<file path="src/rtl/stopwatch_pkg.sv">
// Shared types and constants for the MM:SS stopwatch core.
package stopwatch_pkg;

    localparam int unsigned DIGIT_W     = 5;
    localparam int unsigned SEC_MAX_DEF = 59;
    localparam int unsigned MIN_MAX_DEF = 59;

    typedef logic [DIGIT_W-1:0] digit_t;

    typedef struct packed {
        digit_t tens;
        digit_t units;
    } bcd2_t;

    typedef enum logic [1:0] {
        RUN    = 2'd0,
        PAUSE  = 2'd1,
        ADJUST = 2'd2
    } state_t;

    // Binary 0..99 to a two-digit BCD pair.
    function automatic bcd2_t to_bcd2(input int unsigned v);
        bcd2_t r;
        r.tens  = DIGIT_W'(v / 10);
        r.units = DIGIT_W'(v % 10);
        return r;
    endfunction

endpackage

</file>
<file path="src/rtl/stopwatch_counter_bcd.sv">
// Two-digit BCD counter that wraps to 00 after reaching max.
module bcd_mod_counter
    import stopwatch_pkg::*;
(
    input  logic                   clk,
    input  logic                   rst_n,
    input  logic                   inc,
    input  logic [2*DIGIT_W-1:0]   max,
    output logic [DIGIT_W-1:0]     tens,
    output logic [DIGIT_W-1:0]     units,
    output logic                   at_max
);

    bcd2_t max_bcd;

    assign max_bcd = max;
    assign at_max  = (tens == max_bcd.tens) && (units == max_bcd.units);

    always_ff @(posedge clk) begin
        if (!rst_n) begin
            tens  <= '0;
            units <= '0;
        end else if (inc) begin
            if (at_max) begin
                tens  <= '0;
                units <= '0;
            end else if (units == DIGIT_W'(9)) begin
                tens  <= tens + DIGIT_W'(1);
                units <= '0;
            end else begin
                units <= units + DIGIT_W'(1);
            end
        end
    end

endmodule

</file>
<file path="src/rtl/stopwatch_counter.sv">
// MM:SS timekeeping core: 1 Hz counting, run/pause toggle, 2 Hz field adjust.
module stopwatch_counter
    import stopwatch_pkg::*;
#(
    parameter int unsigned SEC_MAX = SEC_MAX_DEF,
    parameter int unsigned MIN_MAX = MIN_MAX_DEF
) (
    input  logic               clk,
    input  logic               rst_n,
    input  logic               tick_1hz,
    input  logic               tick_2hz,
    input  logic               pause,
    input  logic               adj,
    input  logic               sel,
    output logic [DIGIT_W-1:0] min_l,
    output logic [DIGIT_W-1:0] min_r,
    output logic [DIGIT_W-1:0] sec_l,
    output logic [DIGIT_W-1:0] sec_r,
    output logic               adj_out,
    output logic               running,
    output logic               wrap
);

    localparam bcd2_t SEC_MAX_BCD = to_bcd2(SEC_MAX);
    localparam bcd2_t MIN_MAX_BCD = to_bcd2(MIN_MAX);

    state_t state, state_nxt;
    logic   paused, paused_nxt_c;
    logic   pause_q, pause_rise_c;
    logic   sec_inc_c, min_inc_c, wrap_c;
    logic   sec_at_max, min_at_max;

    // State register plus the paused flag and pause edge detector.
    always_ff @(posedge clk) begin
        if (!rst_n) begin
            state   <= RUN;
            paused  <= 1'b0;
            pause_q <= 1'b0;
        end else begin
            state   <= state_nxt;
            paused  <= paused_nxt_c;
            pause_q <= pause;
        end
    end

    // Next state follows the post-toggle paused flag; adj overrides all.
    always_comb begin
        pause_rise_c = pause && !pause_q && !adj;
        paused_nxt_c = paused ^ pause_rise_c;
        state_nxt    = RUN;
        if (adj)               state_nxt = ADJUST;
        else if (paused_nxt_c) state_nxt = PAUSE;
    end

    // Counter strobes are decided by the pre-transition state.
    always_comb begin
        sec_inc_c = 1'b0;
        min_inc_c = 1'b0;
        wrap_c    = 1'b0;
        case (state)
            RUN: begin
                sec_inc_c = tick_1hz;
                min_inc_c = tick_1hz && sec_at_max;
                wrap_c    = tick_1hz && sec_at_max && min_at_max;
            end
            ADJUST: begin
                sec_inc_c = tick_2hz && sel;
                min_inc_c = tick_2hz && !sel;
            end
            default: ;
        endcase
    end

    always_ff @(posedge clk) begin
        if (!rst_n) begin
            running <= 1'b1;
            wrap    <= 1'b0;
            adj_out <= 1'b0;
        end else begin
            running <= (state_nxt == RUN);
            wrap    <= wrap_c;
            adj_out <= adj;
        end
    end

    bcd_mod_counter u_sec (
        .clk    (clk),
        .rst_n  (rst_n),
        .inc    (sec_inc_c),
        .max    (SEC_MAX_BCD),
        .tens   (sec_l),
        .units  (sec_r),
        .at_max (sec_at_max)
    );

    bcd_mod_counter u_min (
        .clk    (clk),
        .rst_n  (rst_n),
        .inc    (min_inc_c),
        .max    (MIN_MAX_BCD),
        .tens   (min_l),
        .units  (min_r),
        .at_max (min_at_max)
    );

endmodule

</file>
<file path="config.mk">
export PLATFORM = sky130hd
export DESIGN_NAME = stopwatch_counter
export DESIGN_NICKNAME = d
export VERILOG_FILES = /design/src/rtl/stopwatch_pkg.sv /design/src/rtl/stopwatch_counter_bcd.sv /design/src/rtl/stopwatch_counter.sv
export SDC_FILE = /design/constraint.sdc
export NUM_CORES = 1
export LEC_CHECK = 0
export BUFFER_PORTS_ARGS = -buffer_cell sky130_fd_sc_hd__buf_2
export CAP_MARGIN = 10
export CORE_ASPECT_RATIO = 0.8
export CORE_UTILIZATION = 47
export DETAILED_ROUTE_END_ITERATION = 12
export GPL_ROUTABILITY_DRIVEN = 0
export MAX_ROUTING_LAYER = met4
export PLACE_DENSITY = 0.72
export SYNTH_ARGS = -nofsm -noshare
export SYNTH_HDL_FRONTEND = slang
export SYNTH_SLANG_ARGS = --single-unit
</file>
<file path="constraint.sdc">
create_clock -name clk -period 1.7 [get_ports clk]
set_input_delay 0.255 -clock clk [delete_from_list [all_inputs] [get_ports clk]]
set_output_delay 0.255 -clock clk [all_outputs]
set_load 0.01 [all_outputs]
</file>
* After elaboration in Yosys (flattened, before gate mapping) *
Index checks and enable logic that the tools add are counted.

storage, ports and cells
  logic and storage cells = 50
  bits in registers = 27
  input bits = 7

cells by class
  multiplexer cells = 12
  eq/ne operators = 5
  $add $sub $neg = 4
  reductions and logical operators = 18
  bitwise logic cells = 1

operators with widths
  kind                                                                    number
  5-bit two-way mux                                                       8
  5-bit by 1-bit adder with 5-bit output (second input constant)          4
  5-bit by 3-bit equality test with 1-bit output (second input constant)  2
  5-bit by 4-bit equality test with 1-bit output (second input constant)  2
  1-bit logical AND                                                       8
  2-bit AND reduction                                                     3
  2-bit zero test                                                         2
  1-bit case mux with 2 select lines                                      2
  2-bit nonzero test                                                      2
  1-bit zero test                                                         3
  2-bit equality test (second input constant)                             1
  2-bit two-way mux                                                       1
  1-bit two-way mux                                                       1
  1-bit XOR                                                               1

* Logic depth before layout (Yosys ltp) *
  depth after elaboration = 7
  depth in mapped cells = 7
  gate-level depth less buffers = 6

* Cells and area by module *
From an unflattened synthesis, not the netlist that was laid out.

second synthesis, totals
  cells, all modules = 168
  area total of the unflattened synthesis = 1,566.5 um2

by module, submodules not included
  module             times used  cells an instance  area an instance (um2)
  bcd_mod_counter    2           71                 653.1
  stopwatch_counter  1           26                 260.2

* Worst setup path after synthesis *
No wires, ideal clock.

  path kind = flip-flop to flip-flop
  from = reg u_sec.units[0]
  to = reg u_min.tens[3]
  setup time = 70 ps
  path slack = 0 ps
  path buffers = 0
  stages on the path, launching flop included = 6
  data arrival time = 1,630 ps
  period minus slack after synthesis = 1,700 ps
  path through = dfxtp_1 ha_1 and4bb_2 a31oi_4 or4_1 a21oi_1

on the way
  longest elaborated chain between the ends = 5

ends and longest elaborated chain
  element                                         line                         text
  from (decl)                                     stopwatch_counter_bcd.sv:10  output logic [DIGIT_W-1:0] units,
  from (signal assigned)                          stopwatch_counter_bcd.sv:31  units <= units + DIGIT_W'(1);
  5-bit by 4-bit equality test with 1-bit output  stopwatch_counter_bcd.sv:17  assign at_max = (tens == max_bcd.tens) && (units == max_bcd.units);
  1-bit logical AND                               stopwatch_counter_bcd.sv:17
  1-bit logical AND                               stopwatch_counter.sv:63      min_inc_c = tick_1hz && sec_at_max;
  1-bit case mux with 2 select lines              stopwatch_counter.sv:60      case (state)
  2-bit AND reduction (no source line)            -
  to (signal assigned)                            stopwatch_counter_bcd.sv:28  tens <= tens + DIGIT_W'(1);
  to (decl)                                       stopwatch_counter_bcd.sv:9   output logic [DIGIT_W-1:0] tens,

Every way passes these cells.
A chain may end at the register's enable or synchronous reset.

* Worst setup path after layout *
  from = reg u_sec.units[1]
  to = reg u_min.tens[3]

Same word-level chain as after synthesis.

==> results.yml <==
floorplan:
  initial_core_util: 0.511
  die_height_microns: 49.0
  row_count: 16
  die_area_sq_mm: 0.00298
  core-area_sq_mm: 0.00254
  pin_count: 30
  die_w_microns: 60.8
critical_path:
  path_delay_family: "simple AND/OR/NAND/NOR gates"
  start_kind: "register"
  arrival_ns: 1.96
  critPathMaxStageDelay_ns: 0.54
  crit_buf_inv: 1
  cp_cell_sequence: "inv_2 -> ha_4 -> and4bb_4 -> a31oi_4 -> or4_4 -> a21oi_2"
  crit_path_end_kind: "register"
  path_class: "reg2reg"
  r2r_slack_ns: 0.03
  crit_required_ns: 1.99
  crit_slowest_cell: "or4_4"
  crit_path_max_fanout: 7
sta:
  finalSetupTns_ns: 0
  slew_viol_final: 0
  period_share: 0.985
  max_freq_mhz: 597
  maxSlewHeadroom: 0.749
  skew_ns: 0.0147
  setup-violations-final: 0
  worst_pin_slew_ns: 0.375
  hold_viol: 0
  rsz0062_at_grt: "yes"
  fin_crit_ns: 1.67
  holdWs_ns: 0.0852
cells_and_area:
  drive_above_1_share: 0.385
  diodes: 0
  final_cells: 223
  final_area_sq_mm: 0.00172
  nets: 203
  utilization: 0.676
  synthToLayoutAreaGrowth_pct: 32.2
  nFillCells: 215
global_routing:
  track_usage: 0.221
  overflow: 0
  grt_pass1_vias: 1050
  antenna_found_initial: 0
  grt_max_degree: 16
  grt_pass1_wl_microns: 4930
synthesis:
  synth_cell_types: 33
  syn_area_sq_mm: 0.00130
  synth.net_count: 152
  ys_ff_latch: 26
  synth_cells: 137
  synth-warning-count: 0
  seq_area_frac_synth: 0.400
  synth.avg_cell_area_sq_um: 9.49
clocking:
  cts_buffers: 3
  clock_sinks: 26
  htreeDepth: 1
  cts_hold_buf: 0
  cts_tree: "done"
  ctsRootBufferMaster: "clkbuf_4"
  path_clk_slew_ns: 0.15
  insertion_delay_ns: 0.34
  cts_buffer_depth: 2
power_and_ir_drop:
  p_sw_mw: 0.275
  pwr-share-seq: 0.531
  p_clk_frac: 0.356
  p_leak_nw: 0.730
  powerDensity_mw_per_mm2: 700
  combPwrFrac: 0.113
  swShare: 0.228
  ir_worst_vdd_v: 0.000557
  power.internal_mw: 0.930
placement:
  placedInstanceArea_sq_mm: 0.00160
  dp.final_hpwl_microns: 2170
  port_buffers: 29
  placed_cells: 216
route:
  detail_route.wirelength_microns: 3050
  wl_per_cell_microns: 13.7
  remaining_drc_errors: 0
  num_vias: 1192
  drtAntennaViolNets: 0
  drt_first_pass_iters: 4
  vias_per_cell: 5.35
  drt_iter0_markers: 74
worst_hold_path:
  min_path_type: "in2reg"
outcome:
  status: "complete, no violations"
flow_run:
  cap_violations: 0
[path summary, 6_finish.rpt]
kind / from / end / cells after the start
max: u_sec.units[1]$_SDFFE_PN0P_ / u_min.tens[3]$_SDFFE_PN0P_ / 6
min: adj / state[0]$_SDFF_PN0_ / 2
max reg2reg: u_sec.units[1]$_SDFFE_PN0P_ / u_min.tens[3]$_SDFFE_PN0P_ / 6
min reg2reg: u_sec.tens[4]$_SDFFE_PN0P_ / u_sec.tens[4]$_SDFFE_PN0P_ / 2
[timing repair]
| item | CTS | global route |
|---|---|---|
| buffers inserted | 1 | 1 |
| gates cloned | 1 | 0 |
| pin swaps | 6 | 3 |
| setup endpoints to repair | 7 | 14 |
| resized for setup | 1 | 10 |
[sequential cells by signal, summed over array words and instances, names as in the netlist]
register,cells
paused,1
u_sec.tens,5
u_sec.units,5
state,2
pause_q,1
running,1
u_min.units,5
u_min.tens,5
wrap,1
[worst reg2reg max path, cell delays in order (launching register included)]
cell and delay, ns:
dfxtp_2 0.36, inv_2 0.06, ha_4 0.12, and4bb_4 0.29, a31oi_4 0.14, or4_4 0.54
a21oi_2 0.12
[synth_stat cells (all sizes together)]
library cell	number	area [sq um]
inv	7	26.3
nor3	2	10.0
nand4bb	2	22.5
mux2i	4	40.0
dfxtp	26	521
nand2b	3	18.8
and4bb	4	53.8
o221a	1	11.3
and2	2	12.5
o211a	1	10.0
buf	2	16.3
nand2	7	26.3
clkbuf	1	3.75
o31ai	2	15.0
nand4	3	18.8
nor3b	2	26.3
nand4b	1	8.76
or3	3	18.8
a21oi	11	55.1
nand3	7	35.0
ha	8	100
nor2	13	48.8
a211oi	5	42.5
nor4bb	1	10.0
o21ai	6	30.0
a31o	1	8.76
or4	6	45.0
a31oi	1	21.3
xnor2	5	43.8
[cells by family after synthesis]
kind of cell    synth area share
compound gates             0.149
xor+xnor                  0.0337
fa+ha+maj                 0.0770
buf+inv                   0.0356
flops                      0.400
mux                       0.0308
simple gates               0.273
[layout by cell type, fill, tap and decap left out, types with 2 or more instances in the layout]
cell,n
buf_2,29
buf_4,19
o31ai_1,2
and4bb_4,2
and4bb_2,2
and2_1,2
nor2_1,13
or4_1,5
inv_1,6
o21ai_0,6
mux2i_1,4
ha_1,7
nand2b_1,3
or3_1,3
nand4_1,3
nor3_1,2
nand2_1,7
dfxtp_1,23
dfxtp_2,3
clkbuf_4,3
a21oi_1,9
nand3_1,6
a211oi_1,3
a211oi_2,2
nand4bb_1,2
a21oi_2,2
xnor2_1,5
[layout make-up]
class	count	area, sq um	share of cell area
timing repair buffer	48	288	0.167
clock inverter	1	30.0	0.0175
multi-input combinational	102	783	0.456
tap	36	45.0	0.0262
clock buffer	3	22.5	0.0131
sequential	26	524	0.305
inverter	7	26.3	0.0153
[metrics by stage]
stage / setup WS, ns / power, mW
floorplan: 0.00103 / 0.712
global placement: 0.0337 / 0.755
detailed placement: -0.0294 / 0.761
CTS: 0.00454 / 1.18
global route: -0.0327 / 1.25
finish: 0.0251 / 1.20
[power groups by stage]
stage	logic, mW	registers [mW]	clock network (mW)
final	0.137	0.639	0.428
after global routing	0.146	0.641	0.463
after CTS	0.115	0.636	0.430
after detailed placement	0.112	0.649	0
after global placement	0.107	0.647	0
after floorplan	0.0545	0.657	0
[per-layer routing]
metal	vias to the layer above	part of all wire	GRT usage
met4	0	0.012	0.0152
met5	-	0	-
met3	6	0.034	0.0557
met1	563	0.47	0.293
met2	20	0.48	0.355
li1	603	-	-
(Power assumes the default switching activity.)
